## config.mk

```make
export PLATFORM = sky130hd
export DESIGN_NAME = keccak_padder_flat
export DESIGN_NICKNAME = d
export VERILOG_FILES = /design/src/rtl/keccak_padder_if.sv /design/src/rtl/keccak_padder.sv /design/src/flat_wrapper.sv
export SDC_FILE = /design/constraint.sdc
export NUM_CORES = 1
export LEC_CHECK = 0
export BUFFER_PORTS_ARGS = -buffer_cell sky130_fd_sc_hd__buf_2
export CAP_MARGIN = 20
export CORE_MARGIN = 2
export CORE_UTILIZATION = 46
export CTS_CLUSTER_SIZE = 16
export DETAILED_ROUTE_END_ITERATION = 8
export PLACE_DENSITY_LB_ADDON = 0.2
export SYNTH_ARGS = -nofsm -noshare
export SYNTH_HDL_FRONTEND = slang
export SYNTH_SLANG_ARGS = --single-unit
export TNS_END_PERCENT = 1
```

## constraint.sdc

```tcl
create_clock -name clk -period 4.2 [get_ports clk]
set_clock_uncertainty 0.1 [all_clocks]
set_input_delay 0.84 -clock clk [delete_from_list [all_inputs] [get_ports clk]]
set_output_delay 0.84 -clock clk [all_outputs]
set_load 0.03 [all_outputs]
```

## src/rtl/keccak_padder_if.sv

```systemverilog
// keccak_padder_if
// Groups the message-side and block-side stream signals of the Keccak padder.
//   start, msg_byte_size   : begin a message and give its total byte length
//   in_data/in_valid/in_ready : message lanes from upstream (byte 0 in bits 7:0)
//   out_data/out_valid/out_ready : padded lanes towards the absorb datapath
//   out_last_word          : lane is the last lane of a rate block
//   out_last_msg           : lane is the final lane of the padded message
//   busy                   : padder is working on a message
// The master modport is the side that feeds messages and drains blocks;
// the slave modport is the padder itself.
interface keccak_padder_if #(
    parameter int W      = 64,
    parameter int SIZE_W = 32
) ();
    logic              start;
    logic [SIZE_W-1:0] msg_byte_size;
    logic [W-1:0]      in_data;
    logic              in_valid;
    logic              in_ready;
    logic [W-1:0]      out_data;
    logic              out_valid;
    logic              out_ready;
    logic              out_last_word;
    logic              out_last_msg;
    logic              busy;

    modport master (
        output start, msg_byte_size, in_data, in_valid, out_ready,
        input  in_ready, out_data, out_valid, out_last_word, out_last_msg, busy
    );

    modport slave (
        input  start, msg_byte_size, in_data, in_valid, out_ready,
        output in_ready, out_data, out_valid, out_last_word, out_last_msg, busy
    );
endinterface

```

## src/rtl/keccak_padder.sv

```systemverilog
// keccak_padder
// Turns a byte-length-tagged stream of W-bit message lanes into complete
// rate-sized blocks with SHA-3 domain separation and pad10*1 applied.
// Message lanes pass straight through combinationally; once the message runs
// out the padder generates the domain byte, zero lanes and the closing 0x80
// itself, including a whole extra block when the message ends on a block
// boundary.
// Ports:
//   clk  : clock
//   rst  : asynchronous reset, active low
//   bus  : keccak_padder_if slave modport (message in, padded lanes out)
module keccak_padder #(
    parameter int          W          = 64,
    parameter int          RATE_WORDS = 17,
    parameter int          SIZE_W     = 32,
    parameter logic [7:0]  DSBYTE     = 8'h06
) (
    input  logic            clk,
    input  logic            rst,
    keccak_padder_if.slave  bus
);

    localparam int BPW   = W / 8;
    localparam int IDX_W = (RATE_WORDS > 1) ? $clog2(RATE_WORDS) : 1;
    localparam logic [IDX_W-1:0]  LAST_IDX = IDX_W'(RATE_WORDS - 1);
    localparam logic [SIZE_W-1:0] BPW_S    = SIZE_W'(BPW);

    typedef enum logic [1:0] {
        IDLE,
        ABSORB,
        PAD,
        ZERO_FILL
    } state_t;

    state_t            state, state_next;
    logic [SIZE_W-1:0] bytes_left, bytes_left_next;
    logic [IDX_W-1:0]  word_idx, word_idx_next;

    logic              last_lane;
    logic              out_valid_c;
    logic              out_fire;
    logic              last_msg_c;
    logic [W-1:0]      data_c;
    logic [W-1:0]      tail_lane;

    assign last_lane   = (word_idx == LAST_IDX);

    // In ABSORB the output handshake and the input handshake are the same
    // event, so out_valid mirrors in_valid and in_ready mirrors out_ready.
    assign out_valid_c = (state == ABSORB) ? bus.in_valid
                                           : ((state == PAD) || (state == ZERO_FILL));
    assign out_fire    = out_valid_c && bus.out_ready;

    assign bus.out_valid     = out_valid_c;
    assign bus.in_ready      = (state == ABSORB) && bus.out_ready;
    assign bus.out_last_word = last_lane && out_valid_c;
    assign bus.out_last_msg  = last_msg_c;
    assign bus.busy          = (state != IDLE);
    assign bus.out_data      = data_c;

    // Partial final message lane: keep the remaining message bytes, put the
    // domain byte right after them and clear the junk above. If this lane
    // also closes the block, the pad10*1 terminator lands in the top byte
    // (it merges with the domain byte when only one byte slot is left).
    always_comb begin
        tail_lane = '0;
        for (int b = 0; b < BPW; b++) begin
            if (SIZE_W'(b) < bytes_left) begin
                tail_lane[b*8 +: 8] = bus.in_data[b*8 +: 8];
            end else if (SIZE_W'(b) == bytes_left) begin
                tail_lane[b*8 +: 8] = DSBYTE;
            end
        end
        if (last_lane) begin
            tail_lane[W-1 -: 8] = tail_lane[W-1 -: 8] | 8'h80;
        end
    end

    // Next-state and output data. word_idx follows every output handshake
    // regardless of state; bytes_left only shrinks when a full lane leaves,
    // so it can never wrap below zero.
    always_comb begin
        state_next      = state;
        bytes_left_next = bytes_left;
        word_idx_next   = word_idx;
        data_c          = '0;
        last_msg_c      = 1'b0;

        if (out_fire) begin
            word_idx_next = last_lane ? '0 : (word_idx + IDX_W'(1));
        end

        case (state)
            IDLE: begin
                if (bus.start) begin
                    bytes_left_next = bus.msg_byte_size;
                    word_idx_next   = '0;
                    state_next      = (bus.msg_byte_size == '0) ? PAD : ABSORB;
                end
            end

            ABSORB: begin
                if (bytes_left >= BPW_S) begin
                    data_c = bus.in_data;
                end else begin
                    data_c     = tail_lane;
                    last_msg_c = last_lane && bus.in_valid;
                end
                if (out_fire) begin
                    if (bytes_left > BPW_S) begin
                        bytes_left_next = bytes_left - BPW_S;
                    end else if (bytes_left == BPW_S) begin
                        // Message ends exactly on a lane: padding starts on
                        // the next lane, possibly in a fresh block.
                        bytes_left_next = '0;
                        state_next      = PAD;
                    end else begin
                        bytes_left_next = '0;
                        state_next      = last_lane ? IDLE : ZERO_FILL;
                    end
                end
            end

            PAD: begin
                data_c[7:0] = DSBYTE;
                if (last_lane) begin
                    data_c[W-1 -: 8] = data_c[W-1 -: 8] | 8'h80;
                end
                last_msg_c = last_lane;
                if (out_fire) begin
                    state_next = last_lane ? IDLE : ZERO_FILL;
                end
            end

            ZERO_FILL: begin
                if (last_lane) begin
                    data_c[W-1 -: 8] = 8'h80;
                    last_msg_c       = 1'b1;
                end
                if (out_fire && last_lane) begin
                    state_next = IDLE;
                end
            end

            default: begin
                state_next = IDLE;
            end
        endcase
    end

    // State registers; reset drops any partial block on the floor.
    always_ff @(posedge clk or negedge rst) begin
        if (!rst) begin
            state      <= IDLE;
            bytes_left <= '0;
            word_idx   <= '0;
        end else begin
            state      <= state_next;
            bytes_left <= bytes_left_next;
            word_idx   <= word_idx_next;
        end
    end

endmodule

```

## src/flat_wrapper.sv

```systemverilog
// flat-port wrapper written by rule: the top's interface ports become plain ports
module keccak_padder_flat 
#(
    parameter int          W          = 64,
    parameter int          RATE_WORDS = 17,
    parameter int          SIZE_W     = 32,
    parameter logic [7:0]  DSBYTE     = 8'h06
)
  (clk, rst, bus_start, bus_msg_byte_size, bus_in_data, bus_in_valid, bus_out_ready, bus_in_ready, bus_out_data, bus_out_valid, bus_out_last_word, bus_out_last_msg, bus_busy);
  keccak_padder_if #(.W(W), .SIZE_W(SIZE_W)) bus_i ();
  input  logic clk;
  input  logic rst;
  input wire logic [$bits(bus_i.start)-1:0] bus_start;
  input wire logic [$bits(bus_i.msg_byte_size)-1:0] bus_msg_byte_size;
  input wire logic [$bits(bus_i.in_data)-1:0] bus_in_data;
  input wire logic [$bits(bus_i.in_valid)-1:0] bus_in_valid;
  input wire logic [$bits(bus_i.out_ready)-1:0] bus_out_ready;
  output wire logic [$bits(bus_i.in_ready)-1:0] bus_in_ready;
  output wire logic [$bits(bus_i.out_data)-1:0] bus_out_data;
  output wire logic [$bits(bus_i.out_valid)-1:0] bus_out_valid;
  output wire logic [$bits(bus_i.out_last_word)-1:0] bus_out_last_word;
  output wire logic [$bits(bus_i.out_last_msg)-1:0] bus_out_last_msg;
  output wire logic [$bits(bus_i.busy)-1:0] bus_busy;
  assign bus_i.start = bus_start;
  assign bus_i.msg_byte_size = bus_msg_byte_size;
  assign bus_i.in_data = bus_in_data;
  assign bus_i.in_valid = bus_in_valid;
  assign bus_i.out_ready = bus_out_ready;
  assign bus_in_ready = bus_i.in_ready;
  assign bus_out_data = bus_i.out_data;
  assign bus_out_valid = bus_i.out_valid;
  assign bus_out_last_word = bus_i.out_last_word;
  assign bus_out_last_msg = bus_i.out_last_msg;
  assign bus_busy = bus_i.busy;
  keccak_padder #(.W(W), .RATE_WORDS(RATE_WORDS), .SIZE_W(SIZE_W), .DSBYTE(DSBYTE)) u_core (.clk(clk), .rst(rst), .bus(bus_i));
endmodule
```

=== After elaboration in Yosys (flattened, before gate mapping) ===
Index checks and enable logic that the tools add are counted.

* Add/subtract/negate cells: 2
* Multipliers: 0
* Divide/modulo/power cells: 0
* Order comparisons: 10
* Eq/ne operators: 17
* Shifts and indexed selects: 0
* Muxes and demuxes: 43
* Bitwise logic cells: 0
* Reductions and logical operators: 14

{| class="wikitable"
|+ Operators by type and width
! cell !! number
|-
| 3-bit by 32-bit equality test with 1-bit output, first input constant || 4
|-
| 3-bit by 32-bit less-than comparator with 1-bit output, first input constant || 4
|-
| 32-bit 2-to-1 mux || 3
|-
| 8-bit 2-to-1 mux || 10
|-
| 2-bit by 32-bit equality test with 1-bit output, first input constant || 2
|-
| 32-bit zero test || 2
|-
| 1-bit by 32-bit less-than comparator with 1-bit output, first input constant || 2
|-
| 2-bit by 32-bit less-than comparator with 1-bit output, first input constant || 2
|-
| 64-bit 2-to-1 mux || 1
|-
| 32-bit case mux with 2 select lines || 1
|-
| 48-bit 2-to-1 mux || 1
|-
| 1-bit by 32-bit equality test with 1-bit output, first input constant || 1
|-
| 32-bit by 4-bit equality test with 1-bit output, second input constant || 1
|-
| 32-bit by 4-bit >= comparator with 1-bit output, second input constant || 1
|-
| 32-bit by 4-bit > comparator with 1-bit output, second input constant || 1
|-
| 8-bit case mux with 2 select lines || 2
|-
| 32-bit by 4-bit subtractor with 32-bit output, second input constant || 1
|-
| 3-bit 2-to-1 mux || 8
|-
| 5-bit 2-to-1 mux || 4
|-
| 2-bit 2-to-1 mux || 8
|-
| 2-bit case mux with 4 select lines || 1
|-
| 2-bit != test, second input constant || 3
|-
| 5-bit by 1-bit adder with 5-bit output, second input constant || 1
|-
| 5-bit equality test, second input constant || 1
|-
| other kinds (12) || 21
|}

* Register bits after elaboration: 39
* Bits in latches: 0
* Memory bits (writable): 0
* Memory bits (read-only): 0
* Input bits: 101
* Output and inout bits: 69
* Word-level logic and storage cells: 89
* Memories kept: 0

=== Depth between registers and ports, before layout ===
Gate-level depths: netlist (run 1).

* Word-level depth: 7
* Mapped depth: 10
* Depth with buffers taken out: 8

=== Least setup slack after synthesis (run 1) ===
Ideal clock, no wire load.

* Path kind: reg-to-output
* Start point: register u_core.bytes_left[11]
* End point: output bus_out_last_msg
* Arrival time: 2.664 ns
* Data required time: 3.260 ns
* Path slack: 0.596 ns
* Stages on the path, launching flop included: 8
* Buffers on the path: 1
* Cells stage by stage: dfrtp_1 -> nor4_4 -> nand4_2 -> or4_1 -> buf_2 -> nor2_1 -> nand3_1 -> a211oi_1

* Cells in the longest elaborated chain, start to end: 3

{| class="wikitable"
|+ RTL lines
! what !! line !! RTL
|-
| start: declaration || keccak_padder.sv:36 || <nowiki>logic [SIZE_W-1:0] bytes_left, bytes_left_next;</nowiki>
|-
| start signal: assignment || keccak_padder.sv:159 || <nowiki>bytes_left <= bytes_left_next;</nowiki>
|-
| 32-bit by 4-bit >= comparator with 1-bit output || keccak_padder.sv:103 || <nowiki>if (bytes_left >= BPW_S) begin</nowiki>
|-
| 1-bit 2-to-1 mux || keccak_padder.sv:103 ||
|-
| 1-bit case mux with 3 select lines || keccak_padder.sv:93 || <nowiki>case (state)</nowiki>
|-
| end: declaration || flat_wrapper.sv:22 || <nowiki>output wire logic [$bits(bus_i.out_last_msg)-1:0] bus_out_last_msg;</nowiki>
|}

No other way between the ends.

=== Final worst setup path (run 1) ===
* Start point: register u_core.bytes_left[11]
* End point: output bus_out_data[18]

* Cells in the longest elaborated chain, start to end: 5
* Elaborated cells on any way between the ends: 7
* Those cells by class: order compare: 2; eq/ne: 1; mux: 4

{| class="wikitable"
|+ RTL lines
! what !! line !! RTL
|-
| parallel branches: the longest is 3 deep, another holds 2-bit by 32-bit less-than comparator with 1-bit output || -- ||
|-
| 64-bit 2-to-1 mux (*) || keccak_padder.sv:103 ||
|-
| 48-bit 2-to-1 mux (*) || keccak_padder.sv:93 ||
|-
| end: declaration || flat_wrapper.sv:19 || <nowiki>output wire logic [$bits(bus_i.out_data)-1:0] bus_out_data;</nowiki>
|}

Mark *: on every way between the ends.

==> results of run 1 <==
## metrics by stage
stage | setup slack [ns] | hold slack, ns
global route | 0.0485 | 0.452
CTS | 0.0853 | 0.431
detailed placement | 0.414 | 0.402
finish | 0.225 | 0.433
floorplan | 0.596 | 0.372
global placement | 0.534 | 0.400
## power by group
group	total [W]	switching [W]	leakage [nW]	internal (W)
Combinational	0.00241	0.00159	1.70	0.000824
Clock	0.000391	0.000153	0.0644	0.000237
Sequential	0.000784	0.000226	0.478	0.000558
Total	0.00359	0.00197	2.24	0.00162
## final timing paths
path / start / to / cells after the start
hold reg to reg: u_core.bytes_left[22]$_DFFE_PN0P_ / u_core.bytes_left[22]$_DFFE_PN0P_ / 1
setup / recovery: u_core.bytes_left[11]$_DFFE_PN0P_ / bus_out_data[18] / 7
setup reg to reg: u_core.bytes_left[11]$_DFFE_PN0P_ / u_core.bytes_left[18]$_DFFE_PN0P_ / 8
hold / removal: u_core.bytes_left[22]$_DFFE_PN0P_ / u_core.bytes_left[22]$_DFFE_PN0P_ / 1
min in group asynchronous: rst / u_core.bytes_left[9]$_DFFE_PN0P_ / 1
max in group asynchronous: rst / u_core.bytes_left[13]$_DFFE_PN0P_ / 1
## final cells by class
type | instances | share of cell area (%)
well taps | 99 | 2.75
inverters | 29 | 2.42
flip-flops and latches | 39 | 21.7
clock buffers | 5 | 1.53
clock inverters | 3 | 1.50
multi-input cells | 357 | 49.6
repair buffers | 180 | 20.6
## placed cells by master, fill, tap and decap left out, types with 4 or more instances in the layout
cell type    n
buf_2      169
nor2_1      39
dfrtp_1     39
and2_1      36
o21ai_0     36
nand2_1     31
inv_1       29
a21oi_1     25
nand3_1     17
nor3_1      15
nor4_1      14
buf_4       11
and3_1      10
ha_1        10
or3_1        8
nand4_1      7
o21a_1       7
nor2b_1      7
o22ai_1      7
a22o_1       6
a32oi_1      6
o211ai_1     5
a21o_1       5
a211oi_1     5
clkbuf_8     5
nor4_2       4
nor4b_1      4
## critical path: stages (launching register included)
cell and delay (ns):
dfrtp_1 0.46, nor4_4 0.38, nand4_2 0.18, or4_4 0.59, o31a_1 0.42, a41o_2 0.34, a21o_1 0.19, buf_2 0.17
## registers in the layout, summed over array words and instances (netlist names)
| register | count |
|---|---|
| u_core.state | 2 |
| u_core.word_idx | 5 |
| u_core.bytes_left | 32 |
## per-layer routing
metal	global-route usage (%)	up-vias	wire length, um	part of all wire, %
li1	-	1972	-	-
met1	38.5	1914	5020	40
met2	52.8	236	6240	49
met3	5.87	19	1200	9.4
met4	7.44	0	229	1.8
met5	0	-	0	0
## cells by family (layout without fill, tap and decap cells)
family	after synthesis	after routing	synth area share (%)
adders and majority gates	10	10	3.67
DFF	39	39	28.6
and+or+nand+nor	211	211	34.2
buffers and inverters	57	217	6.50
xor gates and xnor gates	4	4	1.03
AOI/OAI and AO/OA	129	129	25.1
muxes	3	3	0.881
==> flow_summary.ini, run 1 <==
[clock_network]
max-clock-path-buffers = 2
cts.clk_slew.worst_paths_ns = 0.08
cts.sinks = 39
cts_tree = built
cts_buffers = 5
clock_latency_ns = 0.30
htree_levels = 2
postCtsSetupBuffers = 0
postCtsHoldBufs = 0
ctsResizeCount = 0
root_buffer = clkbuf_8

[sta]
hold_viol = 0
min_period_ns = 3.97
tns_ns = 0
rsz0062_at_grt = false
finalCritPeriodShare_pct = 94.6
finalSetupViolations = 0
max_freq_mhz = 252
maxSlewHeadroom_pct = 32.7
tightest_slew_ns = 1.01
finalMaxSlewViolations = 0

[detailed_routing]
drcViolationCount = 0
postRouteAntennaNets = 0
drt-wirelength-per-cell_um = 17.8
detail_route.wirelength_um = 12700
first_pass_iters = 5
drtIter0Drc = 356
via_per_inst = 5.82
via_count = 4141

[critical_path]
cp-end-kind = primary output
r2r_slack_ns = 0.87
critPathKind = register to primary output
crit_path_start_kind = register
critical_path_arrival_ns = 3.03
path_max_fanout = 12
required_ns = 3.26

[grt]
grt_pass1_vias = 3840
grt_overflow = 0
grtUsageTotal_pct = 30.3
grt_max_degree = 40
grt_pass1_wl_um = 20000
antenna_found_initial = 0

[placed_design]
portBuffers = 169
dp.cells = 704
gp_congestion = 0.935
post-dp-hpwl_um = 9810
place_area_um2 = 4350

[synthesis]
ys_seq_area_share_pct = 28.6
synth_most_common_cell = nor2_1
syn_area_um2 = 3410
synthFlopType = dfrtp_1
synth_common_cells = nor2_1 (41), dfrtp_1 (39), and2_1 (36), o21ai_0 (36), nand2_1 (31)
synth-edff-count = 0
ys_warn_count = 0
syn_avg_cell_area_um2 = 7.52
synth_seq_cells = 39
synth.area.top_cells = dfrtp_1 (29%), and2_1 (6.6%), o21ai_0 (5.3%), nor2_1 (4.5%), a21oi_1 (3.7%)
async_reset_ff_share_pct = 100
synth_top_cell_area_share_pct = 28.6
synth_fp_nets = 564
synth_cell_types = 58
synth_cells = 453
synth_top_area_cell = dfrtp_1

[worst_hold_path]
hp-class = register to register

[floorplanning]
rows = 31
core-area_um2 = 7210
die_y_um = 90.1
die_w_um = 90.1
floorplan.die_area_um2 = 8110
initial_core_util_pct = 47.2
io_pins = 170

[final_layout]
postLayoutCellArea_um2 = 4510
regArea_um2 = 976
final_nets = 723
stdcell_count = 712
final_layout_size_suffix_gt1_share_pct = 32.6
multi_input_area_um2 = 2230
area_growth_syn_to_layout_pct = 32.3
fin_util_pct = 62.5
n_antenna_cell = 0
n_fill_cell = 668

[power_and_ir_drop]
peakVddDrop_mv = 0.331
cellLeakagePower_nw = 2.24
power.total_w = 0.00359
powerDensity_nw_per_um2 = 796

[run_status]
status = finished, final reports clean

[job]
maxCapViolCount = 0
No activity file was read; power rests on OpenSTA's default activity.
==> run 2, diff against run 1 <==
==> constraint.sdc (replaced) <==
create_clock -name clk -period 4.2 [get_ports clk]
set_clock_uncertainty 0.1 [all_clocks]
set_input_delay 0.21 -clock clk [delete_from_list [all_inputs] [get_ports clk]]
set_output_delay 0.21 -clock clk [all_outputs]
set_load 0.03 [all_outputs]
==> flow_summary.ini, run 2 (synthesized netlist as in run 1, its figures left out) <==
[critical_path]
cp-end-kind = primary output
required_ns = 3.89
critPathKind = register to primary output
crit_path_start_kind = register
path_max_fanout = 13
critical_path_arrival_ns = 3.44

[clock_network]
clock_latency_ns = 0.30
cts.sinks = 39
cts_buffers = 5
cts.clk_slew.worst_paths_ns = 0.09
postCtsSetupBuffers = 0
max-clock-path-buffers = 2
cts_tree = built
root_buffer = clkbuf_8
htree_levels = 2

[sta]
finalCritPeriodShare_pct = 89.3
finalMaxSlewViolations = 0
tightest_slew_ns = 0.913
maxSlewHeadroom_pct = 39.1
worst_slack_ns = 0.450
rsz0062_at_grt = false
hold_viol = 0
min_period_ns = 3.75
max_freq_mhz = 267
finalSetupViolations = 0
whs_ns = 0.0243
tns_ns = 0

[detailed_routing]
first_pass_iters = 4
postRouteAntennaNets = 0
drt-wirelength-per-cell_um = 17.5
via_per_inst = 5.85
drcViolationCount = 0
via_count = 4167
drtIter0Drc = 248
detail_route.wirelength_um = 12400

[job]
maxCapViolCount = 0

[placed_design]
placement.setup.worst_slack_ns = 0.797
place_area_um2 = 4340
gp_congestion = 0.924
portBuffers = 169
post-dp-hpwl_um = 9670

[power_and_ir_drop]
powerDensity_nw_per_um2 = 779
cellLeakagePower_nw = 2.22
power.total_w = 0.00347
peakVddDrop_mv = 0.308

[floorplanning]
die_w_um = 90.1
die_y_um = 90.1
initial_core_util_pct = 47.2
rows = 31
floorplan.die_area_um2 = 8110
io_pins = 170
core-area_um2 = 7210

[final_layout]
multi_input_area_um2 = 2210
final_layout_size_suffix_gt1_share_pct = 31.6
top_regs = u_core.bytes_left x32, u_core.word_idx x5, u_core.state x2
largest_reg_flops = 32
layout_common_cells = buf_2 (169), nor2_1 (40), dfrtp_1 (39)
layout_commonest_cell = buf_2
postLayoutCellArea_um2 = 4450
final_nets = 723
n_antenna_cell = 0
n_fill_cell = 678
regMostFlops = u_core.bytes_left
regArea_um2 = 976
area_growth_syn_to_layout_pct = 30.6

[grt]
grtUsageTotal_pct = 29.9
grt_pass1_vias = 3961
grt_pass1_wl_um = 19700
grt_max_degree = 40
antenna_found_initial = 0
grt_overflow = 0

[run_status]
status = finished, final reports clean

[worst_hold_path]
hp-class = input port to register
## run 2: cell types whose count changed in the layout (fill, tap and decap cells not counted), sizes merged
cell	before	now
clkinv	0	1
buf	180	179
bufinv	2	0
clkbuf	5	6
dlygate4sd3	0	1
## run 2: routing by layer
metal  wire [um]  vias to the layer above  part of all wire [%]  global-route usage (%)
met4         467                        0                   3.8                    13.7
met3         940                       35                   7.6                    4.61
met2        5960                      229                    48                    50.9
met5           0                        -                     0                       0
met1        5060                     1932                    41                    37.3
li1            -                     1971                     -                       -
## run 2: stage by stage
| step | utilization (%) | instances |
|---|---|---|
| 6_report | 61.7 | 712 |
| 5_1_grt | 61.7 | 712 |
| 4_1_cts | 61.7 | 712 |
| 3_5_place_dp | 60.2 | 703 |
| 3_3_place_gp | 60.2 | 703 |
| 2_1_floorplan | - | 453 |
## run 2: worst paths after layout
path	from	endpoint	cells past startpoint	slack, ns
setup / recovery	u_core.bytes_left[11]$_DFFE_PN0P_	bus_out_data[8]	7	0.45
max in group asynchronous	rst	u_core.bytes_left[0]$_DFFE_PN0P_	2	2.95
min in group asynchronous	rst	u_core.bytes_left[20]$_DFFE_PN0P_	2	0.48
hold / removal	bus_start	u_core.word_idx[1]$_DFF_PN0_	2	0.02
hold reg to reg	u_core.bytes_left[4]$_DFFE_PN0P_	u_core.bytes_left[4]$_DFFE_PN0P_	2	0.42
setup reg to reg	u_core.bytes_left[11]$_DFFE_PN0P_	u_core.bytes_left[24]$_DFFE_PN0P_	7	0.87
## run 2: cell type report
type                       instances  share of cell area [%]
timing repair buffer             180                    20.9
tap                               99                    2.78
sequential                        39                    21.9
multi-input combinational        357                    49.7
clock buffer                       6                    1.86
inverter                          29                    2.45
clock inverter                     2                   0.365
## run 2: where the power goes
group	switching, W	internal [W]
combinational	0.00158	0.000819
sequential	0.000224	0.000558
clock	0.000149	0.000134
## run 2: worst max-delay path: stages (launching register included)
cell and delay [ns]:
dfrtp_1 0.48, nor4_4 0.36, nand4_2 0.35, or4_1 0.71, o31a_1 0.45, nor2_1 0.37
and2b_1 0.24, buf_2 0.17
## run 2: timing repair
item                                    4_1_cts  5_1_grt
hold buffers                                  1        0
resized for setup                             0        0
endpoints found under the setup margin        0        0
endpoints found under the hold margin        39        0
==> run 3, diff against run 2 <==
CORE_UTILIZATION = 25   (was 46)
==> flow_summary.ini, run 3 (synthesized netlist as in run 1, its figures left out) <==
[sta]
min_period_ns = 3.72
finalMaxSlewViolations = 0
rsz0062_at_grt = false
tns_ns = 0
hold_viol = 39
whs_ns = -0.0302
finalCritPeriodShare_pct = 88.6
max_freq_mhz = 269
tightest_slew_ns = 0.930
maxSlewHeadroom_pct = 38.0
finalSetupViolations = 0

[final_layout]
top_regs = u_core.bytes_left x32, u_core.word_idx x5, u_core.state x2
regMostFlops = u_core.bytes_left
stdcell_count = 788
final_layout_size_suffix_gt1_share_pct = 31.5
final_nets = 722
n_fill_cell = 1427
fin_util_pct = 34.8
layout_commonest_cell = buf_2
layout_common_cells = buf_2 (169), nor2_1 (40), dfrtp_1 (39)
largest_reg_flops = 32
area_growth_syn_to_layout_pct = 35.8
postLayoutCellArea_um2 = 4630
n_antenna_cell = 0

[run_status]
status = complete, but fails checks
violations = negative hold slack

[power_and_ir_drop]
cellLeakagePower_nw = 2.26
peakVddDrop_mv = 0.261
powerDensity_nw_per_um2 = 793

[floorplanning]
rows = 42
die_w_um = 121
die_y_um = 121
io_pins = 170
core-area_um2 = 13300
initial_core_util_pct = 25.6
floorplan.die_area_um2 = 14600

[clock_network]
postCtsSetupBuffers = 0
cts_buffers = 5
postCtsHoldBufs = 0
cts.clk_slew.worst_paths_ns = 0.06
htree_levels = 2
root_buffer = clkbuf_16
ctsResizeCount = 0
clock_latency_ns = 0.28
max-clock-path-buffers = 2
cts_tree = built
cts.sinks = 39

[placed_design]
dp.cells = 780
gp_congestion = 0.823
post-dp-hpwl_um = 10500
portBuffers = 169
place_area_um2 = 4440

[grt]
grt_overflow = 0
grt_pass1_wl_um = 20500
grt_pass1_vias = 3867
grt_max_degree = 40
antenna_found_initial = 0
grtUsageTotal_pct = 17.8

[critical_path]
critPathKind = register to primary output
crit_path_start_kind = register
cp-end-kind = primary output
required_ns = 3.89
critical_path_arrival_ns = 3.41
path_max_fanout = 13

[detailed_routing]
via_count = 4050
drt-wirelength-per-cell_um = 17.0
via_per_inst = 5.14
drcViolationCount = 0
detail_route.wirelength_um = 13400
first_pass_iters = 5
postRouteAntennaNets = 0
drtIter0Drc = 247

[worst_hold_path]
hp-class = input port to async pin

[job]
maxCapViolCount = 0
## run 3: layer usage
metal | share of wire, % | up-vias | global-route usage (%)
li1 | - | 1972 | -
met2 | 49 | 195 | 31.9
met1 | 42 | 1874 | 22.3
met4 | 0.92 | 0 | 3.78
met3 | 8.1 | 9 | 3.07
met5 | 0 | - | 0
## run 3: where the power goes
| part | switching (W) | internal, W |
|---|---|---|
| registers | 0.000225 | 0.000559 |
| logic | 0.00157 | 0.000817 |
| clock network | 0.000158 | 0.000341 |
## run 3: per-stage QoR
step	setup slack (ns)	total power (W)
global route	0.275	0.00396
floorplan	1.23	0.00247
finish	0.479	0.00367
CTS	0.458	0.00368
global placement	0.827	0.00315
detailed placement	0.766	0.00317
## run 3: final timing paths
path                                                    from                                end  slack (ns)  cells past startpoint
max                        u_core.bytes_left[17]$_DFFE_PN0P_                    bus_out_data[8]        0.48                      7
max reg2reg                u_core.bytes_left[17]$_DFFE_PN0P_  u_core.bytes_left[24]$_DFFE_PN0P_        0.92                      7
min in group clk                                   bus_start       u_core.word_idx[1]$_DFF_PN0_        0.05                      2
min                                                      rst  u_core.bytes_left[21]$_DFFE_PN0P_       -0.03                      1
max in group asynchronous                                rst  u_core.bytes_left[10]$_DFFE_PN0P_        3.45                      1
min reg2reg                u_core.bytes_left[15]$_DFFE_PN0P_  u_core.bytes_left[15]$_DFFE_PN0P_        0.43                      1
## run 3: final cells by class
type                    count  area [um^2]  area share [%]
multi-input cells         357         2210            47.8
flip-flops and latches     39          976            21.1
repair buffers            179          921            19.9
well taps                 176          220            4.76
clock buffers               6          129            2.79
inverters                  29          109            2.35
clock inverters             2         60.1            1.30
## run 3: worst max-delay path, cell delays in order, from the launching register on
cell     delay, ns
dfrtp_1       0.44
nor4_2        0.36
nand4_2       0.36
or4_1         0.74
o31a_1        0.45
nor2_1        0.37
and2b_1       0.23
buf_2         0.17
